**src/rtl/btn_event_gen.sv**
```systemverilog
// btn_event_gen: synchronises, debounces and press-edge detects three active-low buttons into one-cycle pulses.
// Optional feature macro: BTN_AUTOREPEAT_EN enables held inc/dec auto-repeat.
module btn_event_gen #(
  parameter int DEBOUNCE_CYCLES = 50000,
  parameter int REPEAT_DELAY    = 25000000,
  parameter int REPEAT_PERIOD   = 5000000
) (
  input  logic       clk,
  input  logic       rst,
  input  logic       btn_increment_n,
  input  logic       btn_decrement_n,
  input  logic       btn_reset_n,
  output logic       inc_pulse,
  output logic       dec_pulse,
  output logic       rst_pulse,
  output logic [2:0] btn_level
);

  localparam int CW = $clog2(DEBOUNCE_CYCLES + 1);
  localparam logic [CW-1:0] CNT_LAST = CW'(DEBOUNCE_CYCLES - 1);

`ifdef BTN_AUTOREPEAT_EN
  localparam int RMAX = (REPEAT_DELAY > REPEAT_PERIOD) ? REPEAT_DELAY : REPEAT_PERIOD;
  localparam int TW   = $clog2(RMAX + 1);
  localparam logic [TW-1:0] DELAY_LAST  = TW'(REPEAT_DELAY - 1);
  localparam logic [TW-1:0] PERIOD_LAST = TW'(REPEAT_PERIOD - 1);

  typedef enum logic [1:0] {
    ST_IDLE   = 2'd0,
    ST_PRESS  = 2'd1,
    ST_REPEAT = 2'd2
  } state_t;
`else
  typedef enum logic [1:0] {
    ST_IDLE  = 2'd0,
    ST_PRESS = 2'd1
  } state_t;
`endif

  if (DEBOUNCE_CYCLES < 2 || REPEAT_PERIOD < 1 || REPEAT_DELAY < 1) begin : g_cfg_err
    $error("btn_event_gen: illegal parameter value");
  end

  // Bit order everywhere: [0]=inc, [1]=dec, [2]=reset.
  logic [2:0]    w_raw_n;
  logic [2:0]    r_sync1;
  logic [2:0]    r_sync2;
  logic [2:0]    r_acc;
  logic [2:0]    r_level;
  logic [CW-1:0] r_cnt [3];
  logic [2:0]    w_fire;
  logic          w_inc;
  logic          w_dec;
  logic          w_rst;
  logic          r_inc_pulse;
  logic          r_dec_pulse;
  logic          r_rst_pulse;

  assign w_raw_n = {btn_reset_n, btn_decrement_n, btn_increment_n};

  always_ff @(posedge clk) begin
    if (rst) begin
      r_sync1 <= 3'b111;
      r_sync2 <= 3'b111;
      r_acc   <= 3'b000;
      r_level <= 3'b000;
      for (int i = 0; i < 3; i++) begin
        r_cnt[i] <= {CW{1'b0}};
      end
    end else begin
      r_sync1 <= w_raw_n;
      r_sync2 <= r_sync1;
      r_level <= r_acc;
      for (int i = 0; i < 3; i++) begin
        if (~r_sync2[i] == r_acc[i]) begin
          r_cnt[i] <= {CW{1'b0}};
        end else if (r_cnt[i] == CNT_LAST) begin
          r_cnt[i] <= {CW{1'b0}};
          r_acc[i] <= ~r_acc[i];
        end else begin
          r_cnt[i] <= r_cnt[i] + CW'(1);
        end
      end
    end
  end

  // Per-button FSM runs off the registered level, giving the extra pipeline stage before the pulse.
  for (genvar g = 0; g < 3; g++) begin : g_btn
    state_t r_state;
    state_t w_state_nxt;
    logic   w_fire_b;

`ifdef BTN_AUTOREPEAT_EN
    localparam bit CAN_REPEAT = (g != 2);
    localparam int OTHER      = (g == 0) ? 1 : 0;
    logic [TW-1:0] r_tmr;
    logic          w_wrap;
    logic          w_quiet;

    assign w_quiet = ~r_level[OTHER];

    always_comb begin
      w_wrap = 1'b0;
      if (r_state == ST_PRESS) begin
        w_wrap = (r_tmr == DELAY_LAST);
      end else if (r_state == ST_REPEAT) begin
        w_wrap = (r_tmr == PERIOD_LAST);
      end else begin
        w_wrap = 1'b0;
      end
    end

    // Timer keeps running while the opposite button is held; only the pulse is masked.
    always_ff @(posedge clk) begin
      if (rst) begin
        r_tmr <= {TW{1'b0}};
      end else if (r_state == ST_IDLE || w_wrap) begin
        r_tmr <= {TW{1'b0}};
      end else begin
        r_tmr <= r_tmr + TW'(1);
      end
    end
`endif

    always_ff @(posedge clk) begin
      if (rst) begin
        r_state <= ST_IDLE;
      end else begin
        r_state <= w_state_nxt;
      end
    end

    always_comb begin
      w_state_nxt = r_state;
      w_fire_b    = 1'b0;
      case (r_state)
        ST_IDLE: begin
          if (r_level[g]) begin
            w_state_nxt = ST_PRESS;
            w_fire_b    = 1'b1;
          end else begin
            w_state_nxt = ST_IDLE;
          end
        end
        ST_PRESS: begin
          if (!r_level[g]) begin
            w_state_nxt = ST_IDLE;
`ifdef BTN_AUTOREPEAT_EN
          end else if (CAN_REPEAT && w_wrap) begin
            w_state_nxt = ST_REPEAT;
            w_fire_b    = w_quiet;
`endif
          end else begin
            w_state_nxt = ST_PRESS;
          end
        end
`ifdef BTN_AUTOREPEAT_EN
        ST_REPEAT: begin
          if (!r_level[g]) begin
            w_state_nxt = ST_IDLE;
          end else begin
            w_state_nxt = ST_REPEAT;
            w_fire_b    = w_wrap & w_quiet;
          end
        end
`endif
        default: begin
          w_state_nxt = ST_IDLE;
        end
      endcase
    end

    assign w_fire[g] = w_fire_b;
  end

  // Reset event dominates; simultaneous inc and dec cancel.
  always_comb begin
    w_rst = w_fire[2];
    if (w_fire[2]) begin
      w_inc = 1'b0;
      w_dec = 1'b0;
    end else begin
      w_inc = w_fire[0] & ~w_fire[1];
      w_dec = w_fire[1] & ~w_fire[0];
    end
  end

  always_ff @(posedge clk) begin
    if (rst) begin
      r_inc_pulse <= 1'b0;
      r_dec_pulse <= 1'b0;
      r_rst_pulse <= 1'b0;
    end else begin
      r_inc_pulse <= w_inc;
      r_dec_pulse <= w_dec;
      r_rst_pulse <= w_rst;
    end
  end

  assign inc_pulse = r_inc_pulse;
  assign dec_pulse = r_dec_pulse;
  assign rst_pulse = r_rst_pulse;
  assign btn_level = r_level;

endmodule

```
**config.mk**
```make
export PLATFORM = sky130hd
export DESIGN_NAME = btn_event_gen
export DESIGN_NICKNAME = d
export VERILOG_FILES = /design/src/rtl/btn_event_gen.sv
export SDC_FILE = /design/constraint.sdc
export NUM_CORES = 1
export LEC_CHECK = 0
export CAP_MARGIN = 10
export CORE_MARGIN = 2
export CORE_UTILIZATION = 30
export DETAILED_ROUTE_END_ITERATION = 7
export GPL_ROUTABILITY_DRIVEN = 0
export SYNTH_ARGS = -nofsm -noshare
export SYNTH_HDL_FRONTEND = slang
export SYNTH_SLANG_ARGS = --single-unit
```
**constraint.sdc**
```tcl
create_clock -name clk -period 1.9 [get_ports clk]
set_input_delay 0.19 -clock clk [delete_from_list [all_inputs] [get_ports clk]]
set_output_delay 0.19 -clock clk [all_outputs]
set_load 0.03 [all_outputs]
```
==> results.toml, run 1 <==
[final_layout]
fillers = 1019
layout-area-overhead-vs-synth_pct = 32.77
diodes = 0
final_cells = 529
seq_area_sq_mm = 0.001802
fin_nets = 396
multi_input_comb_area_sq_mm = 0.001587
drive_gt1_share_pct = 22.39

[power]
peakVddDrop_mv = 0.3654
p_int_uw = 2168
netSwitchingPower_uw = 729.1
swShare_pct = 25.17
p_comb_share_pct = 6.5
power.density_mw_per_mm2 = 687.6
totalPowerFinal_uw = 2897
power.leakage_uw = 0.001514
clock_power_share_pct = 37.2
seq_power_share_pct = 56.3

[cts]
cts_tree = "built"
path_clk_slew_ns = 0.08
cts_buffers = 9
h-tree-depth = 3
clockBufferDepth = 2
cts.sinks = 66
clk_latency_ns = 0.34
cts_root_buf = "clkbuf_8"
cts_hold_buf = 0

[critical_path]
crit_arrival_ns = 1.99
cp.required_ns = 2.00
crit_path_end_kind = "flip-flop"
path_max_fanout = 8
path_class = "reg -> reg"
critPathLaunchType = "flip-flop"

[drt]
ant_nets = 0
wirelength_microns = 5916
vias = 2287
drt_drc_violations_left = 0
firstDrtPassIters = 4
wl_per_cell_microns = 11.18
first_iter_violations = 81
via_per_inst = 4.323

[timing]
fin_skew_ns = 0.009077
hold_viol = 0
rsz0062_at_grt = "yes"
period_needed_ns = 1.886
finalCritPeriodShare_pct = 99.25
setup_viol = 0
drv_slew = 0
max_freq_mhz = 530.3

[placement]
place_hpwl_microns = 3998
place_inst = 503
numPortBuffers = 10

[synth]
synthCells = 290
synth_cell_type_count = 37
synth-seq-cells = 66
synth_ff_type = "edfxtp_1"
syn-cell-area_sq_mm = 0.003173
synth-edff-count = 48
ys_warn_count = 0
synthArstFlopShare_pct = 0
ys_seq_area_share_pct = 56.78
avgSynthCellArea_sq_um = 10.94

[global_routing]
grt_overflow_total = 0
grt_pass1_wl_microns = 10180
grt_max_degree = 17
grtUsageTotal_pct = 11.13
antenna_found_initial = 0
grt_pass1_vias = 2275

[status]
status = "completed"

[min_path]
min_path_type = "in -> reg"

[floorplan]
coreArea_sq_mm = 0.01028
die_area_sq_mm = 0.01142
fp.dieH_microns = 106.8
boundaryPins = 11
floorplan.initialDensity_pct = 30.87
rows = 37
die_x_microns = 106.8

[flow_run]
max-cap-violations = 0
==> critical path, cell delays in order (launching register included) <==
cell       delay [ns]
edfxtp_1         0.40
or4bb_4          0.57
nor4_4           0.24
or3_4            0.20
clkbuf_16        0.18
nor2_2           0.04
==> timing repair <==
item | in CTS | in global routing
endpoints found under the hold margin | 0 | 0
resized for setup | 5 | 29
buffers inserted | 2 | 7
pin swaps | 5 | 9
gates cloned | 0 | 1
setup endpoints to repair | 19 | 33
==> routing by layer <==
layer,up-vias,global-route usage (%),share of wire (%)
met2,29,18.61,48
met3,11,2.188,3.0
met5,-,0,0
met1,1065,13.77,47
met4,0,5.288,1.6
li1,1182,-,-
==> power groups by stage <==
stage	sequential, uW	combinational, uW	clock, uW
after floorplan	1660	97.8	0
after global placement	1660	157	0
after detailed placement	1660	159	0
after CTS	1630	165	1110
after global routing	1640	212	1170
final	1630	188	1080
==> per-stage QoR <==
stage	hold WS, ns	util (%)	area (sq um)	setup slack [ns]	TNS (ns)
after detailed placement	0.3973	36.99	3801	-0.05622	-0.8422
after floorplan	0.2938	-	3353	-0.01490	-0.1592
after global placement	0.3924	36.99	3801	-0.04068	-0.5297
after global routing	0.4163	40.99	4213	-0.1393	-0.8631
after CTS	0.3965	39.10	4019	-0.0009073	-0.0009073
final	0.4043	40.99	4213	0.01417	0
==> sequential cells by signal, indices dropped and copies added, names as in the netlist, 3 cells and up <==
name	count
r_cnt	48
g_btn.r_state	3
r_sync2	3
btn_level	3
r_sync1	3
r_acc	3
==> synthesized netlist by cell type, types with 2 or more instances <==
| library cell | count | area share (%) |
|---|---|---|
| dfxtp_1 | 18 | 11 |
| or4_1 | 3 | 0.71 |
| nor3_1 | 8 | 1.3 |
| nor2_1 | 55 | 6.5 |
| and3_1 | 5 | 0.99 |
| xor2_1 | 9 | 2.5 |
| nor4_1 | 11 | 2.2 |
| o31ai_1 | 2 | 0.47 |
| a211oi_1 | 2 | 0.47 |
| ha_1 | 3 | 1.2 |
| clkbuf_1 | 3 | 0.35 |
| a21oi_1 | 4 | 0.63 |
| nand3_1 | 15 | 2.4 |
| nor2b_1 | 7 | 1.4 |
| or2_2 | 7 | 1.4 |
| nor2_2 | 2 | 0.39 |
| or3_1 | 2 | 0.39 |
| edfxtp_1 | 48 | 45 |
| buf_6 | 2 | 0.71 |
| nand4_1 | 12 | 2.4 |
| xnor2_1 | 34 | 9.4 |
| nor4_2 | 2 | 0.79 |
| nand2_1 | 11 | 1.3 |
| inv_1 | 10 | 1.2 |
| or4bb_1 | 3 | 1.1 |
==> kinds of logic (layout without fill, tap and decap cells) <==
logic type / after synthesis / after routing / share of synthesized area [%]
other: 1 / 48 / 0.1182
buffers and inverters: 18 / 74 / 3.273
AND/OR/NAND/NOR: 151 / 151 / 25.20
XOR/XNOR: 43 / 43 / 11.87
AO/OA/AOI/OAI: 8 / 8 / 1.577
flip-flops: 66 / 66 / 56.78
adder cells (fa/ha/maj): 3 / 3 / 1.183
==> cell usage in the layout, fill, tap and decap left out, types with 2 or more instances in the layout <==
cell type and count:
conb_1 48, or4bb_4 3, nor2b_1 7, nand4_1 12, a21oi_1 4, xor2_1 9
nor4_1 9, inv_4 2, edfxtp_1 48, or4_1 3, nor2_2 6, clkbuf_8 9
nor4_2 2, xnor2_1 34, clkinv_4 3, buf_12 3, or3_4 2, nor4_4 2
and3_1 5, or2_2 7, nor3_1 8, ha_1 3, o31ai_1 2, inv_1 10
nand2_1 11, clkdlybuf4s50_1 10, nand3_1 14, nor2_4 9, dfxtp_1 18, buf_4 34
nor2_1 42
==> path summary, 6_finish.rpt <==
path	from	endpoint	cells past startpoint	slack [ns]
max	r_cnt[0][4]$_SDFFCE_PN0P_	r_cnt[0][9]$_SDFFCE_PN0P_	5	0.01
min	btn_increment_n	r_sync1[0]$_SDFF_PP1_	2	0.40
max reg2reg	r_cnt[0][4]$_SDFFCE_PN0P_	r_cnt[0][9]$_SDFFCE_PN0P_	5	0.01
min reg2reg	r_sync1[0]$_SDFF_PP1_	r_sync2[0]$_SDFF_PP1_	1	0.42
==> final cells by class <==
type	instances	area share, %
clock buffer	9	2.940
sequential	66	42.77
multi-input combinational	253	37.66
clock inverter	7	1.247
tap	136	4.039
timing repair buffer	48	10.45
inverter	10	0.8910
Note: power is estimated with default switching activity, not from simulation.
==> run 2: changes to the inputs <==
- TNS_END_PERCENT: unset -> 20
==> results.toml, run 2 (same netlist as run 1, synthesis figures left out) <==
[timing]
hold_viol = 0
drv_slew = 0
setup_ws_ns = 0.03581
hold_ws_ns = 0.4042
fin_tns_setup_ns = 0
finalCritPeriodShare_pct = 98.12
fin_skew_ns = 0.004571
period_needed_ns = 1.864
rsz0062_at_grt = "yes"
max_freq_mhz = 536.4
setup_viol = 0

[cts]
cts_buffers = 9
path_clk_slew_ns = 0.08
clockBufferDepth = 2
h-tree-depth = 3
cts_root_buf = "clkbuf_8"
clk_latency_ns = 0.35
cts_tree = "built"
cts.sinks = 66

[final_layout]
final_cell_mix = "nor2_1, edfxtp_1, conb_1"
final_cells = 519
layout_commonest_cell = "nor2_1"
top_register = "r_cnt"
fin_nets = 386
layout-area-overhead-vs-synth_pct = 28.43
largest_reg_flops = 48
seq_area_sq_mm = 0.001802
diodes = 0
multi_input_comb_area_sq_mm = 0.001494
fillers = 1032
drive_gt1_share_pct = 15.93

[floorplan]
die_area_sq_mm = 0.01142
coreArea_sq_mm = 0.01028
fp.dieH_microns = 106.8
rows = 37
boundaryPins = 11
floorplan.initialDensity_pct = 30.87
die_x_microns = 106.8

[global_routing]
grt_pass1_vias = 2203
antenna_found_initial = 0
grt_max_degree = 17
grt_overflow_total = 0
grt_pass1_wl_microns = 9784
grtUsageTotal_pct = 10.99

[critical_path]
crit_path_end_kind = "flip-flop"
crit_arrival_ns = 1.97
critPathLaunchType = "flip-flop"
path_class = "reg -> reg"
cp.required_ns = 2.01
path_max_fanout = 16

[placement]
place_ws_ns = -0.04670
place_inst = 501
numPortBuffers = 10
place_hpwl_microns = 3917

[power]
power.leakage_uw = 0.001473
peakVddDrop_mv = 0.2773
power.density_mw_per_mm2 = 758.4

[drt]
drt_drc_violations_left = 0
via_per_inst = 4.316
ant_nets = 0
first_iter_violations = 115
wirelength_microns = 5543
wl_per_cell_microns = 10.68
vias = 2240
firstDrtPassIters = 4

[status]
status = "completed"

[min_path]
min_path_type = "in -> reg"

[flow_run]
max-cap-violations = 0
[run 2: changes by cell type in the layout (fill, tap and decap cells not counted), moves of 2 or more]
cell / previous run / this run
nor2_2: 6 / 2
or4bb_4: 3 / 1
nor2_1: 42 / 55
or4bb_1: 0 / 2
clkinv_4: 3 / 0
nor2_4: 9 / 0
clkbuf_16: 1 / 3
buf_4: 34 / 25
[run 2: area by class of cell]
class,count,share of cell area [%]
Clock buffer,13,4.974
Multi-Input combinational cell,253,36.66
Tap cell,136,4.176
Inverter,10,0.9211
Sequential cell,66,44.21
Clock inverter,3,0.5220
Timing Repair Buffer,38,8.535
[run 2: final timing paths]
path | start | endpoint | slack [ns] | cells past startpoint
max | r_cnt[0][11]$_SDFFCE_PN0P_ | r_cnt[0][4]$_SDFFCE_PN0P_ | 0.04 | 5
min | btn_increment_n | r_sync1[0]$_SDFF_PP1_ | 0.40 | 2
max reg2reg | r_cnt[0][11]$_SDFFCE_PN0P_ | r_cnt[0][4]$_SDFFCE_PN0P_ | 0.04 | 5
min reg2reg | r_sync1[0]$_SDFF_PP1_ | r_sync2[0]$_SDFF_PP1_ | 0.41 | 1
[run 2: worst max-delay path: stages, from the launching register on]
cell and delay [ns]:
edfxtp_1 0.40, or4_4 0.56, nor4_4 0.29, or3_4 0.18
buf_12 0.14, nor2_1 0.05
[run 2: through the flow]
stage	total power, uW	cell area, sq um	util (%)
floorplan	1759	3353	-
finish	3090	4075	39.65
detailed placement	1820	3786	36.84
CTS	3124	4060	39.51
global placement	1816	3786	36.84
global route	3222	4075	39.65
[run 2: power breakdown]
part / total (uW) / switching (uW) / internal [uW]
combinational: 164 / 82.4 / 81.8
sequential: 1630 / 40.8 / 1590
clock: 1290 / 574 / 720
[run 2: repair_timing]
item,CTS,global route
setup endpoints to repair,32,33
pin swaps,5,3
gates resized for setup,6,3
buffers inserted,2,0
hold buffers,0,0
[run 2: routing by layer]
| layer | vias up | wire length (microns) | global-route usage, % |
|---|---|---|---|
| met5 | - | 0 | 0 |
| met4 | 0 | 141 | 6.772 |
| met3 | 9 | 143 | 2.614 |
| met2 | 22 | 2559 | 17.42 |
| met1 | 1056 | 2699 | 13.49 |
| li1 | 1153 | - | - |
==> run 3: changes to the inputs <==
- CORE_UTILIZATION: 30 -> 45
- GPL_ROUTABILITY_DRIVEN: 0 -> unset
==> results.toml, run 3 (same netlist as run 1, synthesis figures left out) <==
[final_layout]
final_cell_mix = "nor2_1, edfxtp_1, conb_1"
layout-area-overhead-vs-synth_pct = 27.48
top_register = "r_cnt"
stdcell_area_sq_mm = 0.004045
fin_nets = 386
drive_gt1_share_pct = 16.97
diodes = 0
layout_commonest_cell = "nor2_1"
fillers = 603
final_cells = 479
largest_reg_flops = 48

[cts]
cts.sinks = 66
cts_root_buf = "clkbuf_8"
cts_hold_buf = 0
cts_tree = "built"
clk_latency_ns = 0.34
clockBufferDepth = 2
path_clk_slew_ns = 0.08
h-tree-depth = 3
cts_buffers = 9

[timing]
period_needed_ns = 1.889
rsz0062_at_grt = "yes"
hold_viol = 0
setup_viol = 0
drv_slew = 0
max_freq_mhz = 529.3
hold_ws_ns = 0.4114
setup_ws_ns = 0.01080
finalCritPeriodShare_pct = 99.43
fin_tns_setup_ns = 0
fin_skew_ns = 0.005902

[placement]
place_hpwl_microns = 3827
globalplace.congestion = 0.7678
numPortBuffers = 10
place_area_sq_mm = 0.003721
place_ws_ns = -0.07669
place_inst = 459

[critical_path]
critPathLaunchType = "flip-flop"
cp.required_ns = 1.99
crit_path_end_kind = "flip-flop"
path_cells = "or4bb_1 > nor4_4 > or3_4 > buf_12 > nor2_1"
path_max_fanout = 16
path_class = "reg -> reg"
critPathSlowestCell = "or4bb_1"
r2r-start = "r_cnt[1][12]$_SDFFCE_PN0P_"
r2r_cells = 5
r2r_slack_ns = 0.01
cpPeakStageDelay_ns = 0.55
crit_arrival_ns = 1.98
timing.rr.end = "r_cnt[1][10]$_SDFFCE_PN0P_"

[power]
clock_power_share_pct = 40.6
p_int_uw = 2320
power.leakage_uw = 0.001476
peakVddDrop_mv = 0.3288
swShare_pct = 23.50
p_comb_share_pct = 5.5
seq_power_share_pct = 53.9
power.density_mw_per_mm2 = 749.7
netSwitchingPower_uw = 712.6

[floorplan]
coreArea_sq_mm = 0.006794
die_x_microns = 87.97
floorplan.initialDensity_pct = 46.70
die_area_sq_mm = 0.007739
rows = 30
boundaryPins = 11
fp.dieH_microns = 87.97

[global_routing]
grt_pass1_wl_microns = 9473
grt_overflow_total = 0
grtUsageTotal_pct = 15.97
grt_pass1_vias = 2184
antenna_found_initial = 0
grt_max_degree = 17

[drt]
wl_per_cell_microns = 11.62
wirelength_microns = 5567
drt_drc_violations_left = 0
firstDrtPassIters = 5
ant_nets = 0
via_per_inst = 4.710
vias = 2256
first_iter_violations = 83

[min_path]
min_path_type = "in -> reg"
min_from = "btn_reset_n"
min_to = "r_sync1[2]$_SDFF_PP1_"
hold_path_depth = 2

[flow_run]
max-cap-violations = 0

[status]
status = "completed"
run 3: changes by cell type in the layout (fill, tap and decap cells not counted), sizes merged:
cell,before,now
inv,13,14
clkinv,0,1
clkbuf,13,12
buf,28,27
run 3: power groups by stage:
stage | Combinational, uW | Clock, uW | Sequential, uW
2_1_floorplan | 97.8 | 0 | 1660
3_5_place_dp | 150 | 0 | 1670
3_3_place_gp | 149 | 0 | 1660
5_1_grt | 187 | 1330 | 1640
4_1_cts | 157 | 1260 | 1630
6_report | 166 | 1230 | 1630
run 3: through the flow:
step | utilization [%] | total power, uW
2_1_floorplan | - | 1759
3_3_place_gp | 54.77 | 1813
3_5_place_dp | 54.77 | 1816
4_1_cts | 58.64 | 3054
5_1_grt | 59.54 | 3153
6_report | 59.54 | 3033
run 3: worst max-delay path by stage:
stage,from,to,slack (ns)
after global placement,r_cnt[1][12]$_SDFFCE_PN0P_,r_cnt[1][2]$_SDFFCE_PN0P_,-0.03
after CTS,r_cnt[1][7]$_SDFFCE_PN0P_,r_cnt[1][10]$_SDFFCE_PN0P_,-0.005
after global routing,r_cnt[1][12]$_SDFFCE_PN0P_,r_cnt[1][0]$_SDFFCE_PN0P_,-0.06
after floorplan,r_cnt[1][12]$_SDFFCE_PN0P_,r_cnt[1][0]$_SDFFCE_PN0P_,-0.01
after detailed placement,r_cnt[1][12]$_SDFFCE_PN0P_,r_cnt[1][10]$_SDFFCE_PN0P_,-0.08
final,r_cnt[1][12]$_SDFFCE_PN0P_,r_cnt[1][10]$_SDFFCE_PN0P_,0.01
run 3: timing repair:
action / 4_1_cts / 5_1_grt
gates cloned: 0 / 1
buffers inserted: 2 / 1
pin swaps: 5 / 7
gates resized for setup: 6 / 8
setup endpoints to repair: 32 / 33
run 3: metal layers:
layer,vias up,GRT usage [%],part of all wire (%)
li1,1159,-,-
met1,1065,19.44,48
met2,25,26.45,48
met3,7,3.393,2.3
met4,0,8.671,1.0
met5,-,0,0
run 3: critical path: cells and delay by family, from the launching register on:
kind	cells	cell delay, ns
simple gates	4	1.11
buf+inv	1	0.13
flops	1	0.41
run 3: cell type report:
type	instances	area [sq um]	area share, %
tap	96	120.1	2.969
timing repair buffer	38	365.4	9.032
clock buffer	11	173.9	4.299
sequential	66	1802	44.54
inverter	10	37.54	0.9279
multi-input combinational	253	1508	37.27
clock inverter	5	38.79	0.9589
